**config.mk**
```make
export PLATFORM = sky130hd
export DESIGN_NAME = call_stack_lifo
export DESIGN_NICKNAME = d
export VERILOG_FILES = /design/src/rtl/call_stack_lifo_pkg.sv /design/src/rtl/call_stack_lifo_regfile.sv /design/src/rtl/call_stack_lifo.sv
export SDC_FILE = /design/constraint.sdc
export NUM_CORES = 1
export LEC_CHECK = 0
export CAP_MARGIN = 20
export CORE_MARGIN = 8
export CORE_UTILIZATION = 46
export DETAILED_ROUTE_END_ITERATION = 12
export DONT_BUFFER_PORTS = 1
export SLEW_MARGIN = 20
export SYNTH_ARGS = -nofsm -noshare
export SYNTH_HDL_FRONTEND = slang
export SYNTH_SLANG_ARGS = --single-unit
```
**constraint.sdc**
```tcl
create_clock -name clk -period 3.3 [get_ports clk]
set_clock_uncertainty 0.1 [all_clocks]
set_input_delay 0 -clock clk [delete_from_list [all_inputs] [get_ports clk]]
set_output_delay 0 -clock clk [all_outputs]
set_load 0.01 [all_outputs]
```
**src/rtl/call_stack_lifo_pkg.sv**
```systemverilog
// call_stack_lifo_pkg: shared frame constants and occupancy state encodings for the fib frame stack
package call_stack_lifo_pkg;
    localparam int DEF_WORD_W  = 8;
    localparam int FRAME_BYTES = 8;
    typedef enum logic [1:0] {
        ST_EMPTY   = 2'd0,
        ST_PARTIAL = 2'd1,
        ST_FULL    = 2'd2
    } occ_t;
endpackage

```
**src/rtl/call_stack_lifo_regfile.sv**
```systemverilog
// lifo_regfile: unreset frame storage with one write port and one asynchronous read port
module lifo_regfile #(
    parameter int W     = 16,
    parameter int DEPTH = 16
) (
    input  logic                     clk,
    input  logic                     we,
    input  logic [$clog2(DEPTH)-1:0] waddr,
    input  logic [W-1:0]             wdata,
    input  logic [$clog2(DEPTH)-1:0] raddr,
    output logic [W-1:0]             rdata
);
    logic [W-1:0] mem [DEPTH];
    always_ff @(posedge clk)
        if (we) mem[waddr] <= wdata;
    assign rdata = mem[raddr];
endmodule

```
**src/rtl/call_stack_lifo.sv**
```systemverilog
// call_stack_lifo: LIFO of {ra, a0} frames with byte stack pointer, occupancy flags and sticky errors
module call_stack_lifo
    import call_stack_lifo_pkg::*;
#(
    parameter int         WORD_W  = DEF_WORD_W,
    parameter int         DEPTH   = 16,
    parameter logic [7:0] SP_BASE = 8'hFF
) (
    input  logic                     clk,
    input  logic                     rst_n,
    input  logic                     clear,
    input  logic                     push_valid,
    output logic                     push_ready,
    input  logic [WORD_W-1:0]        push_a0,
    input  logic [WORD_W-1:0]        push_ra,
    output logic                     pop_valid,
    input  logic                     pop_ready,
    output logic [WORD_W-1:0]        pop_a0,
    output logic [WORD_W-1:0]        pop_ra,
    output logic                     top_a0_zero,
    output logic [7:0]               sp,
    output logic [$clog2(DEPTH):0]   count,
    output logic                     full,
    output logic                     empty,
    output logic                     err_ovf,
    output logic                     err_udf
);
    localparam int AW = $clog2(DEPTH);
    localparam int CW = AW + 1;
    occ_t            state;
    logic            push_fire, pop_fire;
    logic [CW-1:0]   cnt_next;
    logic [AW-1:0]   top_idx, wr_idx;
    logic [2*WORD_W-1:0] rd;
    assign full       = state == ST_FULL;
    assign empty      = state == ST_EMPTY;
    assign push_ready = !full;
    assign pop_valid  = !empty;
    assign push_fire  = push_valid && push_ready;
    assign pop_fire   = pop_ready && pop_valid;
    assign top_idx    = AW'(count - CW'(1));
    // Simultaneous push and pop replaces the top frame in place
    assign wr_idx     = pop_fire ? top_idx : AW'(count);
    assign cnt_next   = (push_fire && !pop_fire) ? count + CW'(1) :
                        (pop_fire && !push_fire) ? count - CW'(1) : count;
    assign pop_a0      = empty ? '0 : rd[WORD_W-1:0];
    assign pop_ra      = empty ? '0 : rd[2*WORD_W-1:WORD_W];
    assign top_a0_zero = pop_valid && pop_a0 == '0;
    lifo_regfile #(.W(2*WORD_W), .DEPTH(DEPTH)) u_rf (
        .clk   (clk),
        .we    (push_fire && rst_n && !clear),
        .waddr (wr_idx),
        .wdata ({push_ra, push_a0}),
        .raddr (top_idx),
        .rdata (rd)
    );
    always_ff @(posedge clk) begin
        if (!rst_n || clear) begin
            count   <= '0;
            sp      <= SP_BASE;
            state   <= ST_EMPTY;
            err_ovf <= 1'b0;
            err_udf <= 1'b0;
        end else begin
            count   <= cnt_next;
            sp      <= 8'(int'(SP_BASE) - FRAME_BYTES * int'(cnt_next));
            state   <= cnt_next == '0 ? ST_EMPTY :
                       cnt_next == CW'(DEPTH) ? ST_FULL : ST_PARTIAL;
            err_ovf <= err_ovf | (push_valid && !push_ready);
            err_udf <= err_udf | (pop_ready && !pop_valid);
        end
    end
endmodule

```
Yosys cells after proc, flatten, opt, wreduce, memory -nomap -nowiden
Memories as Yosys holds them, arrays and structs flattened. Index checks and enable logic that the tools add are counted.

Memories: 1. Memory bits (writable): 256. Output and inout port bits: 36. Input bits: 21. Bits in registers: 17.

Multiplexer cells: 8. Equal/unequal tests: 2. Reductions and logical operators: 20. Add/sub/neg operators: 3. Bitwise operators: 2.

Memories: u_rf.mem (depth 16, width 16, rd ports 1, clocked after Yosys merged registers in 0, wr ports 1, line call_stack_lifo_regfile.sv:13) `logic [W-1:0] mem [DEPTH];`.

Operator list (number): $mux 8 (2); $mux 5 (2); $logic_and 1x1->1 (9); $logic_not 8->1 (1); $sub 8x8->8 const A (1); $logic_not 1->1 (6); $add 5x1->5 const B (1); $eq 5x5->1 const B (1); $logic_not 5->1 (1); $sub 5x1->5 const B (1); $mux 4 (1); $eq 2x2->1 const B (1); $logic_not 2->1 (1); $mux 1 (2); $mux 2 (1); $or 1x1->1 (2); $reduce_or 2->1 (1); $logic_or 1x1->1 (1).

Depth between registers and ports, before layout
Word-level depth: 9. Mapped depth: 15.

By module
A second synthesis with hierarchy kept.

Cells, all modules: 528. Area, all modules: 10615.2 µm².

Modules (own cells, without submodules): lifo_regfile (area each 9723.1 µm², cells an instance 416, times used 1); call_stack_lifo (area each 892.1 µm², cells an instance 112, times used 1).

Worst setup path after synthesis
OpenSTA, ideal clock, no wires.

Path kind: reg-to-reg. Start: register count[0]. End: memory u_rf.mem[12][0], enable pin. Setup time: 0.388 ns. Buffers on the path: 8. Cell stages (with the launch flop): 15. Path slack: -0.339 ns. Clock period less this slack: 3.639 ns. Data arrival time: 3.151 ns. Cells stage by stage: dfxtp_1 -> buf_6 -> buf_12 -> buf_6 -> buf_6 -> inv_2 -> ha_1 -> buf_2 -> buf_2 -> buf_6 -> buf_6 -> nand2_1 -> o21ai_0 -> nand2_1 -> nor2_1.

Word-level cells in the longest chain between the ends: 2.

RTL lines: start: declaration (line call_stack_lifo.sv:22) `output logic [$clog2(DEPTH):0] count,`; start signal: assignment (line call_stack_lifo.sv:65) `count <= cnt_next;`; $sub 5x1->5; $mux 4 (*) (line call_stack_lifo.sv:43) `assign wr_idx = pop_fire ? top_idx : AW'(count);`; end: declaration (line call_stack_lifo_regfile.sv:13).

Mark *: on every way between the ends. The rest lies on a longest branch, timed or not.

Final worst setup path
Start: register count[0]. End: output top_a0_zero.

Word-level cells in the longest chain between the ends: 5.

RTL lines: $sub 5x1->5; $mem_v2 16x16; $mux 8 (line call_stack_lifo.sv:46) `assign pop_a0 = empty ? '0 : rd[WORD_W-1:0];`; $logic_not 8->1 (line call_stack_lifo.sv:48) `assign top_a0_zero = pop_valid && pop_a0 == '0;`; $logic_and 1x1->1 (line call_stack_lifo.sv:48); end: declaration (line call_stack_lifo.sv:20) `output logic top_a0_zero,`.

Every way passes these cells.

==> reports/metrics.json <==
{
  "logic_synthesis": {
    "synth_flop_cell": "sky130_fd_sc_hd__edfxtp_1",
    "yosysSeqAreaShare_pct": 73.0,
    "yosys_warnings": 0,
    "synthCells": 567,
    "syn_area_per_cell_sq_um": 19.2,
    "postSynthRegisterBits": 270,
    "asyncSetResetFlopFracSynth_pct": 0,
    "ys_types": 44,
    "synth_enable_flop_cells": 256,
    "synthesis.area_sq_um": 10900
  },
  "power_and_ir_drop": {
    "combPwrFrac_pct": 7.4,
    "intPower_mw": 5.75,
    "total_leakage_power_nw": 4.20,
    "powerDensity_nw_per_um2": 572,
    "power_switching_share_pct": 21.5,
    "switching_power_mw": 1.57,
    "power.share.clock_pct": 41.0,
    "ir_worst_vdd_mv": 0.323,
    "share_seq_of_total_power_pct": 51.6,
    "post-layout-total-power_mw": 7.33
  },
  "detailed_routing": {
    "route.detailed.vias_per_inst": 5.74,
    "total_wirelength_um": 24500,
    "post-route-drc-count": 0,
    "detail_route.iter0.violations": 449,
    "drt_pre_antenna_iters": 5,
    "postRouteAntennaNets": 0,
    "average_wire_per_standard_cell_um": 24.9,
    "dr_total_vias": 5632
  },
  "worst_setup_path": {
    "worst-setup-path-type": "reg2out",
    "worst_path_max_fanout": 7,
    "timing.critical_path.to_type": "output port",
    "crit_path_start_kind": "flop",
    "arrival_ns": 3.11,
    "critPathRequiredTime_ns": 3.20
  },
  "sta": {
    "finalHoldViolCount": 0,
    "max-slew-margin-rel_pct": 44.7,
    "tightest_slew_ns": 0.824,
    "rsz0062_at_grt": "false",
    "setup_viol": 0,
    "max_clk_rate_ghz": 0.312,
    "layout_min_cycle_time_ns": 3.21,
    "finalCritPeriodShare_pct": 97.2,
    "timing.setup.tns_ns": 0,
    "maxSlewViolCount": 0
  },
  "cells_and_area": {
    "fin_nets": 665,
    "utilization_pct": 54.7,
    "synthToLayoutAreaGrowth_pct": 17.4,
    "layout.cell_area.non_filler_sq_um": 12800,
    "n_antenna_cell": 0,
    "post_route_cells_drive_above_1_share_pct": 24.7
  },
  "outcome": {
    "outcome": "complete, no violations"
  },
  "placed_design": {
    "place_hpwl_um": 13900,
    "detailed_place.area_sq_um": 11500,
    "replace_congestion": 0.773,
    "placement.io_buffers": 0
  },
  "floorplan": {
    "floorplan.core_area_sq_um": 23400,
    "initial_utilization_pct": 46.6,
    "dieArea_sq_um": 28900,
    "die-width_um": 170,
    "std_cell_rows": 56,
    "io_pins": 57,
    "die-height_um": 170
  },
  "global_routing": {
    "grt_max_degree": 36,
    "first_pass_grt_wire_length_um": 36900,
    "grt_overflow_total": 0,
    "antenna_found_initial": 0,
    "number_of_global_route_vias_before_repair": 5863,
    "grt.total_usage_pct": 17.1
  },
  "clock_network": {
    "cts.htree.levels": 1,
    "cts.clk_slew.worst_paths_ns": 0.05,
    "insertion_delay_ns": 0.53,
    "ctsRootBufferMaster": "sky130_fd_sc_hd__clkbuf_16",
    "cts.sinks": 270,
    "tritoncts.num_buffers": 28,
    "clock_tree.buffer_depth": 3,
    "tritoncts": "yes"
  },
  "min_path": {
    "worstHoldPathType": "in2reg"
  },
  "flow_run": {
    "max_cap_viol_count": 0
  }
}
==> timing repair <==
action,CTS,global route
hold endpoints to repair,270,0
hold buffers,24,0
resized for setup,6,5
setup endpoints to repair,4,1
pin swaps,0,2
setup buffers,2,4
cloned,1,1
==> layer usage <==
metal | wire, um | vias to the layer above | track usage, %
li1 | - | 2458 | -
met1 | 10300 | 2941 | 22.5
met2 | 12200 | 188 | 28.7
met3 | 1500 | 45 | 3.24
met4 | 549 | 0 | 4.58
met5 | 0 | - | 0
==> layout by cell type, fill, tap and decap left out, drive strengths merged, types with 7 or more instances in the layout <==
cell type	n
nand2	41
clkbuf	33
and3	13
nand3	7
dfxtp	14
inv	10
nor2	34
a211oi	10
a21oi	10
buf	47
nor3	8
dlygate4sd3	24
edfxtp	256
a31oi	7
mux2i	17
mux4	60
clkinv	14
==> cell usage after synthesis, types with 3 or more instances <==
library cell	n	area (sq um)
sky130_fd_sc_hd__o21ai_0	5	25.0
sky130_fd_sc_hd__a21oi_1	10	50.1
sky130_fd_sc_hd__buf_2	10	50.1
sky130_fd_sc_hd__buf_4	7	52.6
sky130_fd_sc_hd__nand3_1	7	35.0
sky130_fd_sc_hd__mux4_2	40	901
sky130_fd_sc_hd__mux2_2	5	56.3
sky130_fd_sc_hd__mux4_1	20	526
sky130_fd_sc_hd__edfxtp_1	256	7690
sky130_fd_sc_hd__nor2_1	34	128
sky130_fd_sc_hd__nor3_1	7	35.0
sky130_fd_sc_hd__clkbuf_1	3	11.3
sky130_fd_sc_hd__inv_1	8	30.0
sky130_fd_sc_hd__a31oi_1	7	43.8
sky130_fd_sc_hd__buf_6	9	101
sky130_fd_sc_hd__nand2_1	41	154
sky130_fd_sc_hd__a2111oi_0	4	35.0
sky130_fd_sc_hd__mux2i_1	17	170
sky130_fd_sc_hd__dfxtp_1	14	280
sky130_fd_sc_hd__nor2b_1	5	31.3
sky130_fd_sc_hd__a211oi_1	10	75.1
sky130_fd_sc_hd__and3_1	13	81.3
sky130_fd_sc_hd__xnor2_1	5	43.8
sky130_fd_sc_hd__a22oi_1	4	30.0
==> metrics by stage <==
step / cells / hold slack (ns) / setup slack [ns]
after CTS: 977 / 0.144 / 0.00534
after floorplan: 569 / -0.00113 / -0.136
after global placement: 899 / -0.000235 / 0.327
after global routing: 982 / 0.225 / 0.000949
after detailed placement: 899 / -0.000250 / 0.253
final: 982 / 0.172 / 0.0938
==> area by class of cell <==
| type | instances | area (sq um) |
|---|---|---|
| Clock buffer | 31 | 733 |
| Clock inverter | 20 | 154 |
| Fill cell | 1835 | 10600 |
| Inverter | 9 | 33.8 |
| Multi-Input combinational cell | 259 | 2780 |
| Sequential cell | 270 | 7970 |
| Tap cell | 319 | 399 |
| Timing Repair Buffer | 74 | 732 |
==> power by group through the flow <==
stage	sequential [mW]	combinational (mW)	clock, mW
finish	3.78	0.543	3.01
CTS	3.78	0.532	3.06
global placement	3.85	0.448	0
floorplan	3.85	0.338	0
detailed placement	3.85	0.450	0
global route	3.78	0.587	3.19
==> path summary, 6_finish.rpt <==
path	slack, ns	cells after the start	endpoint	from
worst min register to register	0.56	2	sp[7]	count[4]
worst min-delay path	0.17	5	sp[3]	pop_ready
worst max register to register	0.54	5	u_rf.mem[3][11]	count[3]
worst max-delay path	0.09	9	top_a0_zero	count[0]
==> worst max-delay path: stages, from the launching register on <==
cell and delay (ns):
sky130_fd_sc_hd__dfxtp_4 0.48, sky130_fd_sc_hd__inv_2 0.09, sky130_fd_sc_hd__ha_4 0.21, sky130_fd_sc_hd__xor2_4 0.22, sky130_fd_sc_hd__buf_4 0.18, sky130_fd_sc_hd__mux4_2 0.51
sky130_fd_sc_hd__mux2i_2 0.22, sky130_fd_sc_hd__a32oi_1 0.16, sky130_fd_sc_hd__nor4b_2 0.31, sky130_fd_sc_hd__buf_4 0.18
==> cells by family after synthesis <==
family          count (synthesis)  share of synthesized area, %
flops                         270                          73.0
fa+ha+maj                       2                         0.229
xor+xnor                        8                         0.883
simple gates                  115                          4.98
mux                            82                          15.2
compound gates                 49                          3.04
other cells                     1                        0.0344
buf+inv                        40                          2.65
==> flip-flops by register name, indices dropped and copies added, names as in the netlist <==
register,flops
count,5
err_ovf,1
err_udf,1
sp,5
state,2
u_rf.mem,256
(Power assumes the default switching activity.)
